### config.mk
export PLATFORM = sky130hd
export DESIGN_NAME = twofish_stream_ctrl
export DESIGN_NICKNAME = d
export VERILOG_FILES = /design/src/rtl/twofish_pkg.sv /design/src/rtl/twofish_stream_ctrl.sv
export SDC_FILE = /design/constraint.sdc
export NUM_CORES = 1
export LEC_CHECK = 0
export CORE_AREA = 2 2 356 358
export DETAILED_ROUTE_END_ITERATION = 8
export DIE_AREA = 0 0 358 360
export REMOVE_ABC_BUFFERS = 1
export SYNTH_ARGS = -nofsm -noshare
export SYNTH_HDL_FRONTEND = slang
export SYNTH_SLANG_ARGS = --single-unit
### constraint.sdc
create_clock -name Clk -period 1.9 [get_ports Clk]
set_input_delay 0.285 -clock Clk [delete_from_list [all_inputs] [get_ports Clk]]
set_output_delay 0.285 -clock Clk [all_outputs]
set_load 0.02 [all_outputs]
### src/rtl/twofish_pkg.sv
// Shared types for the Twofish stream controller: block type,
// controller state encoding and direction constants.
package twofish_pkg;

    typedef logic [127:0] block_t;

    typedef enum logic [2:0] {
        IDLE,
        START,
        WAIT_BUSY,
        RUN,
        OUT
    } ctrl_state_t;

    localparam logic ENC = 1'b0;
    localparam logic DEC = 1'b1;

endpackage

### src/rtl/twofish_stream_ctrl.sv
// Host-side sequencer for the Twofish datapath core: accepts one
// block over valid/ready, pulses core_start, waits out core_busy,
// captures core_o and returns it over valid/ready.
// Ports: Clk, Reset (sync, active-high); key/ende/in_data with
// in_valid/in_ready; iv/iv_load (chain preload); out_data with
// out_valid/out_ready; core_block/core_key/core_ende/core_start to
// the core, core_o/core_busy from it; busy (not idle), err (sticky:
// core never went busy after a start).
// Build option: define TWOFISH_CBC_EN for CBC chaining; otherwise
// ECB, iv/iv_load are ignored and no chain register exists.
module twofish_stream_ctrl
    import twofish_pkg::*;
#(
    parameter int BLOCK_W    = 128,
    parameter int START_WAIT = 4
) (
    input  logic               Clk,
    input  logic               Reset,
    input  logic [BLOCK_W-1:0] key,
    input  logic               ende,
    input  logic [BLOCK_W-1:0] iv,
    input  logic               iv_load,
    input  logic [BLOCK_W-1:0] in_data,
    input  logic               in_valid,
    output logic               in_ready,
    output logic [BLOCK_W-1:0] out_data,
    output logic               out_valid,
    input  logic               out_ready,
    output logic [BLOCK_W-1:0] core_block,
    output logic [BLOCK_W-1:0] core_key,
    output logic               core_ende,
    output logic               core_start,
    input  logic [BLOCK_W-1:0] core_o,
    input  logic               core_busy,
    output logic               busy,
    output logic               err
);

    localparam int CW = $clog2(START_WAIT + 1);

    ctrl_state_t        state_q, state_d;
    logic [CW-1:0]      cnt_q, cnt_d;
    logic [BLOCK_W-1:0] out_q, out_d;
    logic [BLOCK_W-1:0] blk_q, blk_d;
    logic [BLOCK_W-1:0] key_q, key_d;
    logic               ende_q, ende_d;
    logic               err_q, err_d;
    logic               accept;
    logic [BLOCK_W-1:0] blk_in;
    logic [BLOCK_W-1:0] res;

`ifdef TWOFISH_CBC_EN
    logic [BLOCK_W-1:0] chain_q, chain_d, chain_use;

    // A same-cycle iv_load takes effect before the accepted block.
    always_comb begin
        chain_use = iv_load ? iv : chain_q;
        blk_in    = (ende == ENC) ? (in_data ^ chain_use) : in_data;
        res       = (ende_q == ENC) ? core_o : (core_o ^ chain_q);
    end

    // Decrypt chains on the ciphertext, which blk_q still holds.
    always_comb begin
        chain_d = chain_q;
        if (state_q == IDLE && iv_load) begin
            chain_d = iv;
        end else if (state_q == RUN && !core_busy) begin
            chain_d = (ende_q == ENC) ? core_o : blk_q;
        end
    end

    always_ff @(posedge Clk) begin
        if (Reset) begin
            chain_q <= '0;
        end else begin
            chain_q <= chain_d;
        end
    end
`else
    logic unused_iv;
    assign unused_iv = ^{iv, iv_load};

    always_comb begin
        blk_in = in_data;
        res    = core_o;
    end
`endif

    assign in_ready = (state_q == IDLE) && !Reset;
    assign accept   = in_valid && in_ready;

    always_comb begin
        state_d = state_q;
        cnt_d   = cnt_q;
        out_d   = out_q;
        blk_d   = blk_q;
        key_d   = key_q;
        ende_d  = ende_q;
        err_d   = err_q;
        unique case (state_q)
            IDLE: begin
                if (accept) begin
                    blk_d   = blk_in;
                    key_d   = key;
                    ende_d  = ende;
                    state_d = START;
                end
            end
            START: begin
                cnt_d   = '0;
                state_d = WAIT_BUSY;
            end
            WAIT_BUSY: begin
                if (core_busy) begin
                    state_d = RUN;
                end else begin
                    cnt_d = cnt_q + 1'b1;
                    // Core ignored the start: drop the block.
                    if (cnt_d == CW'(START_WAIT)) begin
                        err_d   = 1'b1;
                        state_d = IDLE;
                    end
                end
            end
            RUN: begin
                if (!core_busy) begin
                    out_d   = res;
                    state_d = OUT;
                end
            end
            OUT: begin
                if (out_ready) begin
                    state_d = IDLE;
                end
            end
            default: state_d = IDLE;
        endcase
    end

    always_ff @(posedge Clk) begin
        if (Reset) begin
            state_q <= IDLE;
            cnt_q   <= '0;
            out_q   <= '0;
            blk_q   <= '0;
            key_q   <= '0;
            ende_q  <= 1'b0;
            err_q   <= 1'b0;
        end else begin
            state_q <= state_d;
            cnt_q   <= cnt_d;
            out_q   <= out_d;
            blk_q   <= blk_d;
            key_q   <= key_d;
            ende_q  <= ende_d;
            err_q   <= err_d;
        end
    end

    assign out_data   = out_q;
    assign out_valid  = (state_q == OUT);
    assign core_block = blk_q;
    assign core_key   = key_q;
    assign core_ende  = ende_q;
    assign core_start = (state_q == START);
    assign busy       = (state_q != IDLE);
    assign err        = err_q;

endmodule
==> impl_metrics.toml, run 1 <==
[placed_design]
dp_hpwl_microns = 74400
place_area_sq_mm = 0.0251
place_inst = 3841
place_congestion = 0.810
numPortBuffers = 779
place_ws_ns = -0.00765

[setup_path]
cpPeakStageDelay_ns = 0.36
r2r_setup_slack_ns = -0.01
path_cells = "buf_12 -> or3_4 -> buf_6"
crit_arrival_ns = 1.63
cp_top_family = "flip-flops"
path_depth = 3
r2r-start = "state_q[0]"
cp-endpoint = "busy"
reg2reg_to = "core_block[125]"
cp-startpoint = "state_q[0]"
cp_max_fo = 5
start_kind = "flop"
slowest_stage = "dfxtp_4"
reg2reg_depth = 8
cp.buffers_inverters = 2
cp-end-kind = "primary output"
worstSetupPathType = "flop to primary output"
critPathRequiredTime_ns = 1.62

[grt]
antenna_found_initial = 63
grt_pass1_vias = 13600
grt_first_pass_wirelength_microns = 117000
grt_max_degree = 76
grt_util_all_layers_pct = 13.3
overflow = 0

[timing]
relSlewSlack_pct = 64.5
fin_crit_sh_pct = 101
rsz0062_at_grt = "yes"
fin_skew_ns = 0.0294
hold_violations = 0
tightest_slew_ns = 0.535
fin_hold_ws_ns = 0.164
fin_ws_ns = -0.0111
fmaxAchievable_mhz = 523
timing.final.max_slew_violations = 0
setup_violations = 3
fin_crit_ns = 1.91

[flow_run]
maxCapViolCount = 0

[detailed_routing]
drt_first_pass_iters = 4
ant_nets = 0
wl_microns = 91300
drt-initial-drc-count = 549
routedWlPerCell_microns = 23.0
vias = 13700
avgViaCountPerCell = 3.45
top_layer = "met5"
drt-met1-wl_microns = 34000
wl_met3_microns = 13300
route.met2.wl_microns = 41900
drc_errors = 0

[floorplanning]
core_area_sq_mm = 0.125
io_pins = 909
initial_core_util_pct = 12.0
die_x_microns = 358
fp-row-count = 130
die_h_microns = 360
dieArea_sq_mm = 0.129

[yosys]
synth-seq-area-share_pct = 52.4
yosysTopAreaCell = "dfxtp_1"
synth_area_sq_mm = 0.0150
ys_warn_count = 0
synth_cell_type_count = 33
synthTopCellsByArea = "dfxtp_1, mux2_1, nor2b_1"
yosysTopAreaCellShare_pct = 52.4
syn_inst = 1436
synth_seq_cells = 392
syn_area_per_cell_sq_um = 10.4

[power_and_ir_drop]
powerDensity_mw_per_mm2 = 901
ir_drop_v = 0.000695
p_leak_nw = 12.1
power_mw = 24.4

[layout]
final_common_cell = "clkdlybuf4s50_1"
fin_cells = 3962
design_area_sq_mm = 0.0271
drive_gt1_share_pct = 13.8
area_growth_pct = 80.9
fillers = 13700
final_cell_mix = "clkdlybuf4s50_1, dfxtp_1, dlygate4sd2_1"
final_nets = 2789

[cts]
cts_tree = "done"
clk_path_buf_depth = 3
clkSinkCount = 392
htree_levels = 2
cts_buffers = 53
clkLatencyLatePin_ns = 0.64
path_clk_slew_ns = 0.05
root_buffer = "clkbuf_16"

[hold_path]
hold_path.class = "primary input to flop"
min_path_cells = 4

[status]
failed_checks = "setup timing"
outcome = "complete, but fails checks"
## cells by family (layout without fill, tap and decap cells)
| kind of cell | after synthesis | after routing | share of synthesized area, % |
|---|---|---|---|
| muxes | 259 | 259 | 20.2 |
| xor gates and xnor gates | 1 | 1 | 0.0585 |
| buffers and inverters | 107 | 976 | 4.15 |
| other | 0 | 7 | 0 |
| DFF | 392 | 392 | 52.4 |
| AOI/OAI and AO/OA | 144 | 144 | 5.01 |
| and+or+nand+nor | 531 | 531 | 18.0 |
| adders and majority gates | 2 | 2 | 0.167 |
## Yosys cell counts
master,instances
o32ai_1,4
a21boi_0,1
clkbuf_1,50
a21oi_1,134
nor4b_1,1
buf_4,1
mux2_4,30
inv_1,4
nor3_1,3
ha_1,2
nor2_1,3
a31oi_1,2
xor2_1,1
mux2_2,27
buf_2,23
dfxtp_1,392
or3_1,1
nor4_4,1
mux2_1,200
nand4bb_1,1
buf_1,4
and2_1,2
buf_6,25
nand2_1,256
a22oi_1,1
nand2_2,1
o211a_1,1
nand3b_1,2
mux2i_1,2
and4bb_2,1
nand2b_1,2
nor2b_1,257
o21a_1,1
## layer usage
metal,vias to the layer above,global-route usage (%)
li1,6400,-
met1,6420,14.0
met2,658,22.1
met3,164,8.92
met4,18,2.57
met5,-,0
## registers in the layout, indices dropped and copies added, names as in the netlist
register,cells
core_block,128
core_key,128
out_data,128
cnt_q,3
state_q,3
core_ende,1
err,1
## cell type report
cell class / count / area, sq um / share of cell area, %
sequential: 392 / 7850 / 29.0
inverter: 4 / 15.0 / 0.0554
timing repair buffer: 880 / 8670 / 32.0
tap: 1650 / 2060 / 7.62
clock buffer: 70 / 1520 / 5.61
clock inverter: 22 / 236 / 0.872
antenna: 7 / 17.5 / 0.0646
multi-input combinational: 937 / 6730 / 24.8
## report_power, final
part / internal (mW) / leakage [nW] / switching [mW] / total, mW
sequential: 8.88 / 3.20 / 0.295 / 9.17
clock: 6.03 / 0.875 / 4.21 / 10.2
combinational: 2.51 / 8.07 / 2.51 / 5.02
total: 17.4 / 12.1 / 7.01 / 24.4
## worst register-to-register path: stages, from the launching register on
cell and delay (ns):
dfxtp_4 0.36, nor4_4 0.26, buf_4 0.16, buf_6 0.10, nand2_8 0.06, buf_12 0.16
clkbuf_16 0.22, clkbuf_16 0.18, mux2_4 0.29
## through the flow
| step | util, % | setup TNS, ns |
|---|---|---|
| floorplan | - | -1038.53 |
| global placement | 20.1 | 0 |
| detailed placement | 20.1 | -0.0205 |
| CTS | 21.2 | -0.114 |
| global route | 21.7 | -2.68 |
| finish | 21.7 | -0.0319 |
## how the worst min path moves through the flow
stage / startpoint / end
floorplan: Reset / out_data[0]
global placement: out_data[57] / out_data[57]
detailed placement: out_data[81] / out_data[81]
CTS: Reset / state_q[0]
global route: core_o[114] / out_data[114]
finish: Reset / state_q[0]
## repair_timing
| item | CTS | global route |
|---|---|---|
| hold buffers | 0 | 0 |
| pin swaps | 1 | 0 |
| buffers inserted | 7 | 8 |
| endpoints found under the setup margin | 362 | 122 |
| gates resized for setup | 385 | 101 |
| cloned | 0 | 7 |
| endpoints found under the hold margin | 0 | 0 |
No activity file was read; power rests on OpenSTA's default activity.
==> inputs of run 2 (changes only) <==
Settings changed: ABC_AREA set to 1, CORE_AREA 2 2 356 358 to 2 2 359 361, DIE_AREA 0 0 358 360 to 0 0 361 363, MAX_ROUTING_LAYER set to met4.
==> run 2 against run 1 <==
  * Cell count rose by 6.7%
  * Highest routed layer is now met4
  * Via count grew 4.7%
  * Critical endpoint is now out_data[13]
  * Sequential share of layout area grew 2.0 points
  * Core utilization fell by 1.7 points
  * Routed wire length down 28%
  * The flow now finishes without violations
==> impl_metrics.toml, run 2 <==
[yosys]
post-synth-top-count-cell = "nand2_1"
synthTopCellsByArea = "dfxtp_1, nand2_1, o21ai_0"
syn_inst = 1729
synth_cell_type_count = 24
syn_area_per_cell_sq_um = 7.83
synth_edf_count = 0
synth_common_cells = "nand2_1, dfxtp_1, o21ai_0"
ys_warn_count = 0
yosysTopAreaCellShare_pct = 58.0
synth_area_sq_mm = 0.0135
synth_flop_cell = "dfxtp_1"
synth_seq_cells = 392
synth-seq-area-share_pct = 58.0
yosysTopAreaCell = "dfxtp_1"
async_reset_ff_share_pct = 0

[detailed_routing]
drt-initial-drc-count = 887
drt_first_pass_iters = 5
routedWlPerCell_microns = 15.5
ant_nets = 0
avgViaCountPerCell = 3.38
drc_errors = 0
wl_microns = 65700
vias = 14300

[floorplanning]
die_h_microns = 363
initial_core_util_pct = 10.7
die_x_microns = 361
fp-row-count = 131
dieArea_sq_mm = 0.131
io_pins = 909
core_area_sq_mm = 0.127

[grt]
antenna_found_initial = 7
overflow = 0
grt_util_all_layers_pct = 9.80
grt_first_pass_wirelength_microns = 92600
grt_pass1_vias = 14200
grt_max_degree = 40

[placed_design]
numPortBuffers = 779
dp_hpwl_microns = 51700
place_inst = 4134
place_ws_ns = -0.151
place_area_sq_mm = 0.0238
place_congestion = 0.813

[timing]
hold_violations = 0
fin_hold_ws_ns = 0.245
fmaxAchievable_mhz = 547
fin_crit_ns = 1.83
setup_violations = 0
fin_ws_ns = 0.0717
relSlewSlack_pct = 64.4
rsz0062_at_grt = "no"
fin_skew_ns = 0.00995
timing.final.max_slew_violations = 0
fin_crit_sh_pct = 96.2
tightest_slew_ns = 0.536

[setup_path]
reg2reg_depth = 7
path_cells = "clkdlybuf4s50_1"
start_kind = "flop"
r2r_setup_slack_ns = 0.24
cpPeakStageDelay_ns = 0.63
worstSetupPathType = "flop to primary output"
r2r-start = "state_q[1]"
slowest_stage = "clkdlybuf4s50_1"
reg2reg_to = "core_block[43]"
crit_arrival_ns = 1.54
cp_max_fo = 2
cp.buffers_inverters = 1
cp-end-kind = "primary output"
cp-startpoint = "out_data[13]"
critPathRequiredTime_ns = 1.62
cp_top_family = "buffers and inverters"

[cts]
clkSinkCount = 392
clk_path_buf_depth = 3
path_clk_slew_ns = 0.06
cts_tree = "done"
root_buffer = "clkbuf_16"
clkLatencyLatePin_ns = 0.59
cts_buffers = 45
htree_levels = 2

[layout]
design_area_sq_mm = 0.0253
final_nets = 3042
area_growth_pct = 87.2
drive_gt1_share_pct = 7.39
final_cell_mix = "clkdlybuf4s50_1, nand2_1, dfxtp_1"
fin_cells = 4227
final_common_cell = "clkdlybuf4s50_1"

[power_and_ir_drop]
powerDensity_mw_per_mm2 = 1100
ir_drop_v = 0.000603
p_leak_nw = 11.1
power_mw = 27.9

[hold_path]
holdPathEnd = "core_block[77]"
hold_path.class = "primary input to flop"
min_from = "in_data[77]"
min_path_cells = 3

[status]
outcome = "finished, final reports clean"

[flow_run]
maxCapViolCount = 0
## run 2: worst max path at each step
stage	cells past startpoint	end	slack, ns
3_3_place_gp	7	out_data[90]	-0.17
6_report	1	out_data[13]	0.07
5_1_grt	1	out_data[37]	0.0001
4_1_cts	4	in_ready	-0.04
2_1_floorplan	4	core_block[0]	-6.74
3_5_place_dp	7	out_data[90]	-0.15
## run 2: what timing repair did
item | in CTS | in global routing
hold buffers | 0 | 0
pin swaps | 0 | 1
setup buffers | 0 | 2
endpoints found under the hold margin | 0 | 0
gates resized for setup | 192 | 60
endpoints found under the setup margin | 179 | 59
## run 2: where the power goes
part	total, mW	internal, mW	switching (mW)
clock network	9.31	5.59	3.72
registers	10.4	9.63	0.789
logic	8.14	3.56	4.58
## run 2: area by class of cell
type	count	area (sq um)
timing repair buffer	872	8680
tap	1662	2080
antenna	8	20.0
inverter	11	51.3
fill	14100	102000
clock buffer	64	1340
clock inverter	19	235
sequential	392	7850
multi-input combinational	1199	5090
## run 2: cells by family after synthesis
| family | share of synthesized area (%) |
|---|---|
| adder cells (fa/ha/maj) | 0.185 |
| AND/OR/NAND/NOR | 22.6 |
| buffers and inverters | 4.68 |
| AO/OA/AOI/OAI | 14.6 |
| flip-flops | 58.0 |
## run 2: per-stage QoR
step | setup TNS (ns) | utilization [%]
after CTS | -0.0502 | 19.8
after detailed placement | -5.24 | 18.7
after global routing | 0 | 19.9
after global placement | -7.99 | 18.7
after floorplan | -2575.24 | -
final | 0 | 20.0
## run 2: layer usage
metal	wire length, microns	share of wire (%)	global-route usage, %
met2	28300	43	14.7
met5	0	0	-
met3	6730	10	3.96
met1	28700	44	11.8
met4	1960	3.0	3.41
==> inputs of run 3 (changes only) <==
Settings changed: GPL_ROUTABILITY_DRIVEN set to 0, HOLD_SLACK_MARGIN set to 0.08.
==> results of run 3 <==
Final layout, timing and power as in run 2 (identical DEF).
